[src/rtl/teclado_clave_pkg.sv]
// -----------------------------------------------------------------------------
// teclado_clave_pkg
// Constants shared by the keypad PIN capture block and the access controller:
// FSM state encoding, PIN length and the default inactivity timeout. Also
// provides the digit-shift helper used to build the PIN.
// -----------------------------------------------------------------------------
package teclado_clave_pkg;

   localparam int NUM_DIGITOS        = 4;
   localparam int TIMEOUT_CICLOS_DEF = 1000;
   localparam int CLAVE_W            = 4 * NUM_DIGITOS;
   localparam int CUENTA_W           = 3;

   typedef enum logic [1:0] {
      INACTIVO = 2'd0,
      CAPTURA  = 2'd1,
      COMPLETA = 2'd2,
      ENTREGA  = 2'd3
   } estado_t;

   // First digit typed ends up in the most significant nibble.
   function automatic logic [CLAVE_W-1:0] desplazar(input logic [CLAVE_W-1:0] clave,
                                                    input logic [3:0]         digito);
      return {clave[CLAVE_W-5:0], digito};
   endfunction

endpackage

[src/rtl/teclado_clave_contador_timeout.sv]
// -----------------------------------------------------------------------------
// contador_timeout
// Inactivity counter for the PIN entry. Counts enabled cycles since the last
// clear and raises expirado for one cycle when TIMEOUT_CICLOS cycles have gone
// by, then wraps back to zero.
//   clock    : system clock, rising edge
//   reset    : synchronous, active-low
//   limpiar  : restart the count (keypad strobe or nothing to time out)
//   habilitar: count this cycle
//   expirado : one-cycle pulse on the TIMEOUT_CICLOS-th idle cycle
// -----------------------------------------------------------------------------
module contador_timeout #(
   parameter int TIMEOUT_CICLOS = 1000
) (
   input  logic clock,
   input  logic reset,
   input  logic limpiar,
   input  logic habilitar,
   output logic expirado
);

   localparam int CNT_W = $clog2(TIMEOUT_CICLOS + 1);
   localparam logic [CNT_W-1:0] ULTIMO = CNT_W'(TIMEOUT_CICLOS - 1);

   logic [CNT_W-1:0] cnt_q, cnt_d;

   // Pulse is combinational so the FSM can react on the same edge the
   // counter wraps; a strobe in the same cycle wins over the expiry.
   assign expirado = habilitar && !limpiar && (cnt_q == ULTIMO);

   always_comb begin
      cnt_d = cnt_q;
      if (limpiar || expirado) begin
         cnt_d = '0;
      end else if (habilitar) begin
         cnt_d = cnt_q + 1'b1;
      end
   end

   // NOTE: sequential state is updated with non-blocking assignments only, so
   // every flop samples the pre-edge values regardless of block ordering.
   always_ff @(posedge clock) begin
      if (!reset) begin
         cnt_q <= '0;
      end else begin
         cnt_q <= cnt_d;
      end
   end

endmodule

[src/rtl/teclado_clave.sv]
// -----------------------------------------------------------------------------
// teclado_clave
// Captures a 4-digit hex PIN from a keypad decoder while a vehicle is at the
// gate and hands the completed code to the access controller.
//   clock, reset            : system clock; synchronous active-low reset
//   tecla_digito/valida     : digit and its one-cycle strobe
//   tecla_enter/borrar      : confirm / clear strobes (borrar > enter > digit)
//   sensor_llegada_vehiculo : entry only allowed while high
//   senal_alarma_bloqueo    : lockout, aborts and inhibits entry while high
//   clave_ingresada         : last successfully entered PIN (held)
//   clave_lista             : one-cycle pulse, clave_ingresada newly valid
//   cuenta_digitos          : digits captured so far
//   error_entrada           : one-cycle pulse on short enter or timeout
// -----------------------------------------------------------------------------
module teclado_clave
   import teclado_clave_pkg::*;
#(
   parameter int TIMEOUT_CICLOS = TIMEOUT_CICLOS_DEF
) (
   input  logic                clock,
   input  logic                reset,
   input  logic [3:0]          tecla_digito,
   input  logic                tecla_valida,
   input  logic                tecla_enter,
   input  logic                tecla_borrar,
   input  logic                sensor_llegada_vehiculo,
   input  logic                senal_alarma_bloqueo,
   output logic [CLAVE_W-1:0]  clave_ingresada,
   output logic                clave_lista,
   output logic [CUENTA_W-1:0] cuenta_digitos,
   output logic                error_entrada
);

   estado_t             estado_q, estado_d;
   logic [CLAVE_W-1:0]  buffer_q, buffer_d;
   logic [CLAVE_W-1:0]  clave_q, clave_d;
   logic [CUENTA_W-1:0] cuenta_q, cuenta_d;
   logic                lista_q, lista_d;
   logic                error_q, error_d;

   logic en_captura;
   logic hay_tecla;
   logic expirado;

   assign en_captura = (estado_q == CAPTURA) || (estado_q == COMPLETA);
   assign hay_tecla  = tecla_valida || tecla_enter || tecla_borrar;

   // Timer only runs while a partial PIN exists; it sits at zero otherwise.
   contador_timeout #(
      .TIMEOUT_CICLOS (TIMEOUT_CICLOS)
   ) u_contador_timeout (
      .clock     (clock),
      .reset     (reset),
      .limpiar   (hay_tecla || (cuenta_q == '0) || !en_captura),
      .habilitar (en_captura),
      .expirado  (expirado)
   );

   always_comb begin
      // NOTE: every signal gets a default before the case so no path leaves
      // one unassigned, which would otherwise infer a latch.
      estado_d = estado_q;
      buffer_d = buffer_q;
      cuenta_d = cuenta_q;
      clave_d  = clave_q;
      lista_d  = 1'b0;
      error_d  = 1'b0;

      if (!sensor_llegada_vehiculo || senal_alarma_bloqueo) begin
         // Abort from any state; pulses suppressed, delivered PIN kept.
         estado_d = INACTIVO;
         buffer_d = '0;
         cuenta_d = '0;
      end else begin
         case (estado_q)
            INACTIVO: begin
               buffer_d = '0;
               cuenta_d = '0;
               estado_d = CAPTURA;
            end
            CAPTURA: begin
               if (tecla_borrar) begin
                  buffer_d = '0;
                  cuenta_d = '0;
               end else if (tecla_enter) begin
                  buffer_d = '0;
                  cuenta_d = '0;
                  error_d  = 1'b1;
               end else if (tecla_valida) begin
                  buffer_d = desplazar(buffer_q, tecla_digito);
                  cuenta_d = cuenta_q + 1'b1;
                  if (cuenta_q == CUENTA_W'(NUM_DIGITOS - 1)) begin
                     estado_d = COMPLETA;
                  end
               end else if (expirado) begin
                  buffer_d = '0;
                  cuenta_d = '0;
                  error_d  = 1'b1;
               end
            end
            COMPLETA: begin
               // Extra digits are ignored here, but still restart the timer.
               if (tecla_borrar) begin
                  buffer_d = '0;
                  cuenta_d = '0;
                  estado_d = CAPTURA;
               end else if (tecla_enter) begin
                  clave_d  = buffer_q;
                  buffer_d = '0;
                  cuenta_d = '0;
                  lista_d  = 1'b1;
                  estado_d = ENTREGA;
               end else if (expirado) begin
                  buffer_d = '0;
                  cuenta_d = '0;
                  error_d  = 1'b1;
                  estado_d = CAPTURA;
               end
            end
            ENTREGA: begin
               buffer_d = '0;
               cuenta_d = '0;
               estado_d = CAPTURA;
            end
            default: begin
               estado_d = INACTIVO;
               buffer_d = '0;
               cuenta_d = '0;
            end
         endcase
      end
   end

   always_ff @(posedge clock) begin
      // NOTE: the PIN buffer is reset along with the control state so a PIN
      // typed before reset can never leak into a later delivery.
      if (!reset) begin
         estado_q <= INACTIVO;
         buffer_q <= '0;
         cuenta_q <= '0;
         clave_q  <= '0;
         lista_q  <= 1'b0;
         error_q  <= 1'b0;
      end else begin
         estado_q <= estado_d;
         buffer_q <= buffer_d;
         cuenta_q <= cuenta_d;
         clave_q  <= clave_d;
         lista_q  <= lista_d;
         error_q  <= error_d;
      end
   end

   assign clave_ingresada = clave_q;
   assign clave_lista     = lista_q;
   assign cuenta_digitos  = cuenta_q;
   assign error_entrada   = error_q;

endmodule

[config.mk]
export PLATFORM = sky130hd
export DESIGN_NAME = teclado_clave
export DESIGN_NICKNAME = d
export VERILOG_FILES = /design/src/rtl/teclado_clave_pkg.sv /design/src/rtl/teclado_clave_contador_timeout.sv /design/src/rtl/teclado_clave.sv
export SDC_FILE = /design/constraint.sdc
export NUM_CORES = 1
export LEC_CHECK = 0
export CAP_MARGIN = 20
export CORE_UTILIZATION = 30
export CTS_CLUSTER_SIZE = 25
export DETAILED_ROUTE_END_ITERATION = 8
export PLACE_DENSITY = 0.55
export SLEW_MARGIN = 20
export SYNTH_ARGS = -nofsm -noshare
export SYNTH_HDL_FRONTEND = slang
export SYNTH_SLANG_ARGS = --single-unit
[constraint.sdc]
create_clock -name clock -period 2.7 [get_ports clock]
set_clock_uncertainty 0.1 [all_clocks]
set_input_delay 0.27 -clock clock [delete_from_list [all_inputs] [get_ports clock]]
set_output_delay 0.27 -clock clock [all_outputs]
set_load 0.02 [all_outputs]
### Word level (Yosys, flattened, before mapping)

Cells that the tools add are included.

* memories: 0
* latch bits: 0
* bits in writable memories: 0
* logic and storage cells: 73
* ROM bits: 0
* register bits: 49

* eq/ne operators: 10
* shifts and indexed selects: 0
* order comparisons: 0
* bitwise operators: 4
* muxes and demuxes: 30
* reduce and logical (&&, ||, !) cells: 20
* add/subtract/negate cells: 2
* divide/modulo/power cells: 0
* multiply operators: 0

Operators with widths (count)
* $mux W16: 6
* $pmux W16 S3: 1
* $mux W3: 6
* $mux W2: 7
* $add A10 B1 Y10 const B: 1
* $eq A10 B10 Y1 const B: 1
* $pmux W3 S3: 1
* $logic_or A1 B1 Y1: 7
* $mux W1: 7
* $ne A2 B2 Y1 const B: 3
* $pmux W2 S3: 1
* $reduce_or A2 Y1: 3
* $reduce_and A5 Y1: 1
* $eq A2 B2 Y1 const B: 2
* $ne A4 B3 Y1 const B: 1
* $not A1 Y1: 4
* $reduce_and A4 Y1: 1
* $reduce_or A4 Y1: 1
* $add A3 B1 Y3 const B: 1
* $eq A3 B2 Y1 const B: 1
* $logic_not A1 Y1: 3
* $logic_not A3 Y1: 1
* $eq A2 B1 Y1 const B: 1
* $logic_and A1 B1 Y1: 2
* 3 further kinds: 3

### Longest topological paths before layout

* word-level depth: 12
* depth in mapped cells: 9
* mapped depth without buffers: 7

### Cells and area by module

Synthesis repeated with hierarchy kept, for this count alone.

* cells, all modules: 258
* area, all modules: 2376.0 um^2

By module, submodules not included
* teclado_clave: area an instance 1858.0 um^2, times used 1, seq. area each 780.7 um^2, cells an instance 204
* contador_timeout: area an instance 518.0 um^2, times used 1, seq. area each 200.2 um^2, cells an instance 54

### Worst setup path before layout

Ideal clock, no wire load.

* path kind: flip-flop to flip-flop
* start: register u_contador_timeout.cnt_q[0]
* end: register buffer_q[10]
* library setup time: 117 ps
* path buffers: 2
* clock period less this slack: 1946 ps
* setup slack: 754 ps
* stages on the path, launching flop included: 9
* arrival time: 1729 ps
* required time: 2483 ps
* cell sequence: dfxtp_1 ha_1 nand2b_1 or4_4 or3_4 nand2b_2 buf_6 buf_6 nor2_1

* cells in the longest elaborated chain, start to end: 7

RTL lines
* start: declaration: RTL line teclado_clave_contador_timeout.sv:25 `logic [CNT_W-1:0] cnt_q, cnt_d;`
* start signal: assignment: RTL line teclado_clave_contador_timeout.sv:46 `cnt_q <= cnt_d;`
* $eq A10 B10 Y1 (*): RTL line teclado_clave_contador_timeout.sv:29 `assign expirado = habilitar && !limpiar && (cnt_q == ULTIMO);`
* $logic_and A1 B1 Y1 (*): RTL line teclado_clave_contador_timeout.sv:29
* $mux W16 (*)
* $mux W16 (3 in series)
* $pmux W16 S3 (*)
* end signal: assignment: RTL line teclado_clave.sv:146 `buffer_q <= buffer_d;`
* end: declaration: RTL line teclado_clave.sv:35 `logic [CLAVE_W-1:0] buffer_q, buffer_d;`

Mark *: on every way between the ends. The rest lies on a longest branch, timed or not.
A chain may end at the register's enable or synchronous reset.

### Final worst setup path

* start: register u_contador_timeout.cnt_q[0]
* end: register cuenta_q[0], in the netlist cuenta_digitos[0]

* cells in the longest elaborated chain, start to end: 7

RTL lines
* $eq A10 B10 Y1 (*): RTL line teclado_clave_contador_timeout.sv:29
* $logic_and A1 B1 Y1 (*): RTL line teclado_clave_contador_timeout.sv:29
* $mux W3 (*)
* $mux W3 (3 in series)
* $pmux W3 S3 (*)
* end signal: assignment: RTL line teclado_clave.sv:147 `cuenta_q <= cuenta_d;`
* end: declaration: RTL line teclado_clave.sv:37 `logic [CUENTA_W-1:0] cuenta_q, cuenta_d;`

Marks and branches as above.

==> impl_metrics.tcl <==
set metrics [dict create \
    setup_tns_ns 0 \
    drtIter0Drc 101 \
    core_sq_um 6420 \
    ctsResizeCount 0 \
    nets 254 \
    place.detailed.hpwl_mm 2.61 \
    crit_end "cuenta_digitos[0]" \
    synth.ff_latch_count 49 \
    maxSlewViolCount 0 \
    crit_start "u_contador_timeout.cnt_q[0]" \
    antenna_found_initial 0 \
    ys_warn_count 0 \
    status "complete, but fails checks" \
    htree_levels 2 \
    crit_family "simple AND/OR/NAND/NOR gates" \
    fmax_ghz 0.470 \
    grt_max_degree 20 \
    cp_cell_sequence "ha_1 -> nand2b_1 -> or4_4 -> or3_4 -> nand2b_2 -> nor2_1" \
    synthCells 204 \
    ir_drop_mv 0.170 \
    mostFrequentLayoutCell "dfxtp_1" \
    drtPass1Iterations 8 \
    yosysTopAreaCell "dfxtp_1" \
    yosysTopAreaCellShare_pct 48.5 \
    syn_area_sq_um 2020 \
    start_util_pct 31.5 \
    clockBufferDepth 2 \
    p_per_area_nw_per_um2 512 \
    drc 8 \
    cts_hold_buf 0 \
    crit_fanout 17 \
    violations "DRC" \
    tightest_slew_ns 0.738 \
    synthesis.nets 222 \
    timing.rr.end "cuenta_digitos[0]" \
    crit_type "reg2reg" \
    leakage_nw 0.814 \
    crit_path_end_kind "flop" \
    root_buffer "clkbuf_8" \
    grt.overflow.total 0 \
    drv_cap 0 \
    fin_util_pct 39.3 \
    period_minus_slack_ns 2.13 \
    post-cts-setup-buffers 0 \
    n_antenna_cell 0 \
    synthDistinctLibCells 33 \
    p_total_w 0.00129 \
    area.growth.synth_to_final_pct 24.7 \
    drt-total-wl_mm 3.88 \
    clk-insertion-delay-late_ns 0.30 \
    worst_r2r_path_depth 6 \
    post-route-period-util_pct 78.8 \
    placementRows 29 \
    ant_nets 0 \
    cts_tree "done" \
    layout-drive-gt1-share_pct 6.75 \
    cts_sinks 49 \
    fp.dieW_um 84.1 \
    grt_setup_unrepaired "false" \
    ios 32 \
    path_depth 6 \
    grt_usage_pct 12.1 \
    via_per_inst 4.66 \
    setup_viol 0 \
    die_h_um 84.1 \
    cp.arrival_ns 2.20 \
    cp_slowest_cell "or4_4" \
    hold_violations 0 \
    wl_per_cell_um 12.4 \
    port_buffers 31 \
    crit_buf_inv 0 \
    yosysSeqAreaShare_pct 48.5 \
    gp_congestion 0.694 \
    die-area_sq_um 7080 \
    cp.required_ns 2.78 \
    grt_pass1_vias 1372 \
    cpPeakStageDelay_ns 0.43 \
    clkSlewWorstSetupHoldPaths_ns 0.09 \
    post_synth.cell_area_avg_sq_um 9.92 \
    hold_class "reg2reg" \
    grt_pass1_wl_mm 6.84 \
    vias 1463 \
    synth_area_leaders "dfxtp_1 48%, mux2i_1 9.4%, nor2_1 6.3%" \
    cts_buffers 5 \
    rrSetupSlack_ns 0.57 \
    worst_setup_path_start_kind "flop" \
    maxSlewHeadroom_pct 50.6 \
    regToRegStartpoint "u_contador_timeout.cnt_q[0]" \
    most-common-layout-cells "49 x dfxtp_1, 34 x nor2_1, 31 x clkdlybuf4s50_1, 19 x mux2i_1, 18 x nor2b_1" \
]
-- power breakdown --
part / internal [W] / switching (W)
combinational: 0.0000252 / 0.0000233
sequential: 0.000723 / 0.000000929
clock: 0.000278 / 0.000243
-- worst min-delay path by stage --
stage | cells past startpoint | to | slack (ns) | startpoint
final | 2 | buffer_q[15] | 0.42 | buffer_q[15]
after global routing | 2 | clave_ingresada[14] | 0.45 | clave_ingresada[14]
after CTS | 2 | buffer_q[14] | 0.43 | buffer_q[10]
after detailed placement | 2 | buffer_q[13] | 0.41 | buffer_q[13]
after global placement | 2 | clave_ingresada[15] | 0.40 | clave_ingresada[15]
after floorplan | 2 | error_entrada | 0.32 | tecla_enter
-- worst reg2reg max path: cells and delay by family (launching register included) --
| family | cells | cell delay, ns |
|---|---|---|
| fa+ha+maj | 1 | 0.24 |
| flops | 1 | 0.42 |
| simple gates | 5 | 1.25 |
-- per-stage QoR --
step	setup slack, ns	cell area, sq um	hold slack [ns]	std cells
6_report	0.574	2520	0.423	314
5_1_grt	0.418	2520	0.447	314
3_3_place_gp	0.439	2410	0.403	306
2_1_floorplan	0.754	2020	0.315	204
3_5_place_dp	0.367	2410	0.408	306
4_1_cts	0.473	2520	0.427	314
-- cell usage after synthesis --
cell,instances
nor2b_1,18
and3_1,3
clkbuf_1,5
nand4b_1,1
and2_1,1
nor3_2,1
nand3b_1,2
a32oi_1,2
buf_6,2
xor2_1,4
ha_1,7
mux2i_1,19
nand3_1,2
dfxtp_1,49
xnor2_1,5
o311ai_2,1
or4_4,1
a21oi_1,4
inv_1,8
or3_4,1
or4_1,1
and4b_1,1
nand2b_1,1
nand2b_2,1
a22oi_1,16
and4_1,1
nor3_1,2
nand2_1,5
and3b_1,1
buf_2,2
nor2_1,34
nor3b_1,1
nand4_1,2
-- final cells by class --
type	instances	area, sq um
Clock buffer	6	72.6
Clock inverter	2	38.8
Fill cell	639	3900
Inverter	8	30.0
Multi-Input combinational cell	138	972
Sequential cell	49	981
Tap cell	77	96.3
Timing Repair Buffer	34	333
-- flip-flops by register name, indices dropped and copies added, names as in the netlist --
signal                    cells
estado_q                      2
u_contador_timeout.cnt_q     10
error_entrada                 1
clave_lista                   1
clave_ingresada              16
buffer_q                     16
cuenta_digitos                3
-- kinds of logic after synthesis --
family | Yosys count | synth area share, %
flops | 49 | 48.5
buf+inv | 17 | 4.02
mux | 19 | 9.40
simple gates | 80 | 21.3
xor+xnor | 9 | 3.90
compound gates | 23 | 8.60
fa+ha+maj | 7 | 4.33
-- routing by layer --
metal | vias up | share of wire, % | GRT usage (%)
li1 | 763 | - | -
met1 | 669 | 55 | 17.6
met2 | 25 | 40 | 16.8
met3 | 6 | 3.7 | 3.07
met4 | 0 | 1.6 | 5.17
met5 | - | 0 | 0
No activity file was read; power rests on OpenSTA's default activity.
==> edit (same flow settings) <==
`buffer_q` no longer has a reset.
--- a/src/rtl/teclado_clave.sv
+++ b/src/rtl/teclado_clave.sv
@@ -136,19 +136,21 @@
       // typed before reset can never leak into a later delivery.
       if (!reset) begin
          estado_q <= INACTIVO;
-         buffer_q <= '0;
          cuenta_q <= '0;
          clave_q  <= '0;
          lista_q  <= 1'b0;
          error_q  <= 1'b0;
       end else begin
          estado_q <= estado_d;
-         buffer_q <= buffer_d;
          cuenta_q <= cuenta_d;
          clave_q  <= clave_d;
          lista_q  <= lista_d;
          error_q  <= error_d;
       end
+   end
+
+   always_ff @(posedge clock) begin
+      buffer_q <= buffer_d;
    end
 
    assign clave_ingresada = clave_q;
Function: same outputs for any inputs over 10 cycles, from zero or initial values and one cycle with reset low; that may be too few to reach the edited logic, so the function may still have changed.
==> edit against the original RTL <==
Routed wire length increased by 9.8%; area after synthesis increased by 1.3%; hold slack got worse by 60 ps; sequential cell count unchanged; synthesized cell count increased by 10%; design area increased by 1.1%; setup slack improved by 3.2 ps; total power increased by 2.3%; clock power increased by 4.6%; sequential power about the same; core utilization increased by 0.22 points; largest power group unchanged.
==> edit: results (changes against the original RTL) <==
* CP max-delay cell: a21boi_2
* Placed Instances at 327 (+6.9%)
* Layout cell share with drive strength beyond 1 at 7.75% (+1.0 points)
* Routability Congestion at 0.773 (+11%)
* First-pass GRT wire length at 7.26 mm (+6.2%)
* Fillers at 681 (+6.6%)
* Top post-synthesis cells by area: dfxtp_1, nand2_1, a22oi_1, a21boi_0, nor2_1
* Grt total ovfl at 0 (unchanged)
* Reg2Reg Depth at 7 (+1)
* Vias in the first global route at 1497 (+9.1%)
* Worst ir drop on vdd at 0.211 mV (+24%)
* Multi-input gate area at 1000 µm² (+2.8%)
* Net switching power at 0.271 mW (+1.6%)
* Vias at 1605 (+9.7%)
* Syn_nets at 243 (+9.5%)
* Iteration-0 DRC Markers at 88 (-13%)
* Synth Area in Adders at 4.27% (-0.056 points)
* CP max stage delay at 530 ps (+100 ps)
* Slew @ Worst Pin at 630 ps (-108 ps)
* CP Data Arrival Time at 2250 ps (+50 ps)
* Yosys warnings at 0 (unchanged)
* Post-route DRC violation count at 0 (-8)
* Critical Path Fanout Max at 13 (-4)
* Min-delay src: clave_ingresada[12]
* GRT busiest layer: met2
* Total GRT Usage at 12.6% (+0.52 points)
* Avg Cell Area, Syn at 9.11 µm² (-8.2%)
* Pleak at 0.839 nW (+3.0%)
* R2r setup slk at 580 ps
* Register area share after synthesis at 47.9% (-0.62 points)
* DR pass1 iterations at 6 (-2)
* Worst Hold End: clave_ingresada[12]
* Largest net degree at the start of global routing at 21 (+5.0%)
* GR met2 Demand/Resource at 18.8% (+1.9 points)
* Final WL at 4.26 mm (+9.8%)
* Status: completed
* Mux contribution to synthesized area at 0.977% (-8.4 points)
* Final Net Count at 275 (+8.3%)
* Commonest cells post-synth: dfxtp_1, nand2_1, nor2_1
* Number of synthesized flops with an enable pin at 0 (unchanged)
* Post-synthesis compound-gate area fraction at 17.6% (+9.0 points)
* Hold slack final at 363 ps (-59.6 ps)
* Pre-CTS setup slack at 366 ps (-0.693 ps)
* Post-Synth XOR/XNOR Area at 3.42% (-0.48 points)
* Worst r2r dst: buffer_q[11]
* Launch point of the worst reg-to-reg path: estado_q[1]
* Wire per inst at 12.7 µm (+2.9%)
* DP Wirelength at 3.00 mm (+15%)
* Global-route met1 utilization at 18.1% (+0.47 points)
* Dpl cell area at 0.00244 mm² (+1.2%)
* Crit-path leading delay family: compound AO/OA/AOI/OAI gates
* Yosys cell types at 42 (+27%)
* Synth Flop Type: dfxtp_1
* Met3 Use GR at 2.36% (-0.71 points)
==> edit: cell types whose count changed in the layout (fill, tap and decap cells not counted), sizes merged, moves of 2 or more <==
cell | unedited run | this run
nor2 | 34 | 27
nor3 | 3 | 1
nor4 | 0 | 2
o21ai | 0 | 2
or2 | 0 | 3
a22oi | 16 | 19
a21boi | 0 | 17
a32oi | 2 | 0
mux2i | 19 | 2
nand2 | 5 | 41
xnor2 | 5 | 3
nor2b | 18 | 4
==> edit: tightest hold or removal path: cells and delay by family (launching register included) <==
family / cells / cell delay, ps
DFF: 1 / 320
and+or+nand+nor: 1 / 40
AOI/OAI and AO/OA: 1 / 60
==> edit: power by group through the flow <==
stage | registers [mW] | logic (mW) | clock network [mW]
after floorplan | 0.741 | 0.0283 | 0
after global placement | 0.741 | 0.0547 | 0
after detailed placement | 0.741 | 0.0542 | 0
after CTS | 0.724 | 0.0546 | 0.563
after global routing | 0.725 | 0.0594 | 0.586
final | 0.724 | 0.0542 | 0.545
==> edit: worst max path at each step <==
stage / start / to / slack, ps / cells after the start
2_1_floorplan: cuenta_digitos[0] / buffer_q[10] / 740 / 7
3_3_place_gp: tecla_enter / buffer_q[8] / 390 / 6
3_5_place_dp: tecla_enter / buffer_q[7] / 370 / 6
4_1_cts: estado_q[1] / buffer_q[11] / 550 / 7
5_1_grt: estado_q[0] / buffer_q[10] / 370 / 7
6_report: estado_q[1] / buffer_q[11] / 580 / 7
==> edit: area by class of cell <==
class | count | share of cell area (%)
timing repair buffer | 34 | 13.0
multi-input combinational | 160 | 39.2
clock buffer | 7 | 3.38
inverter | 7 | 1.03
sequential | 49 | 38.4
tap | 77 | 3.77
clock inverter | 1 | 1.18
==> edit: per-layer routing <==
metal	wire, µm	up-vias
met5	0	-
met4	61	0
met3	106	4
met2	1900	22
met1	2200	749
li1	-	830
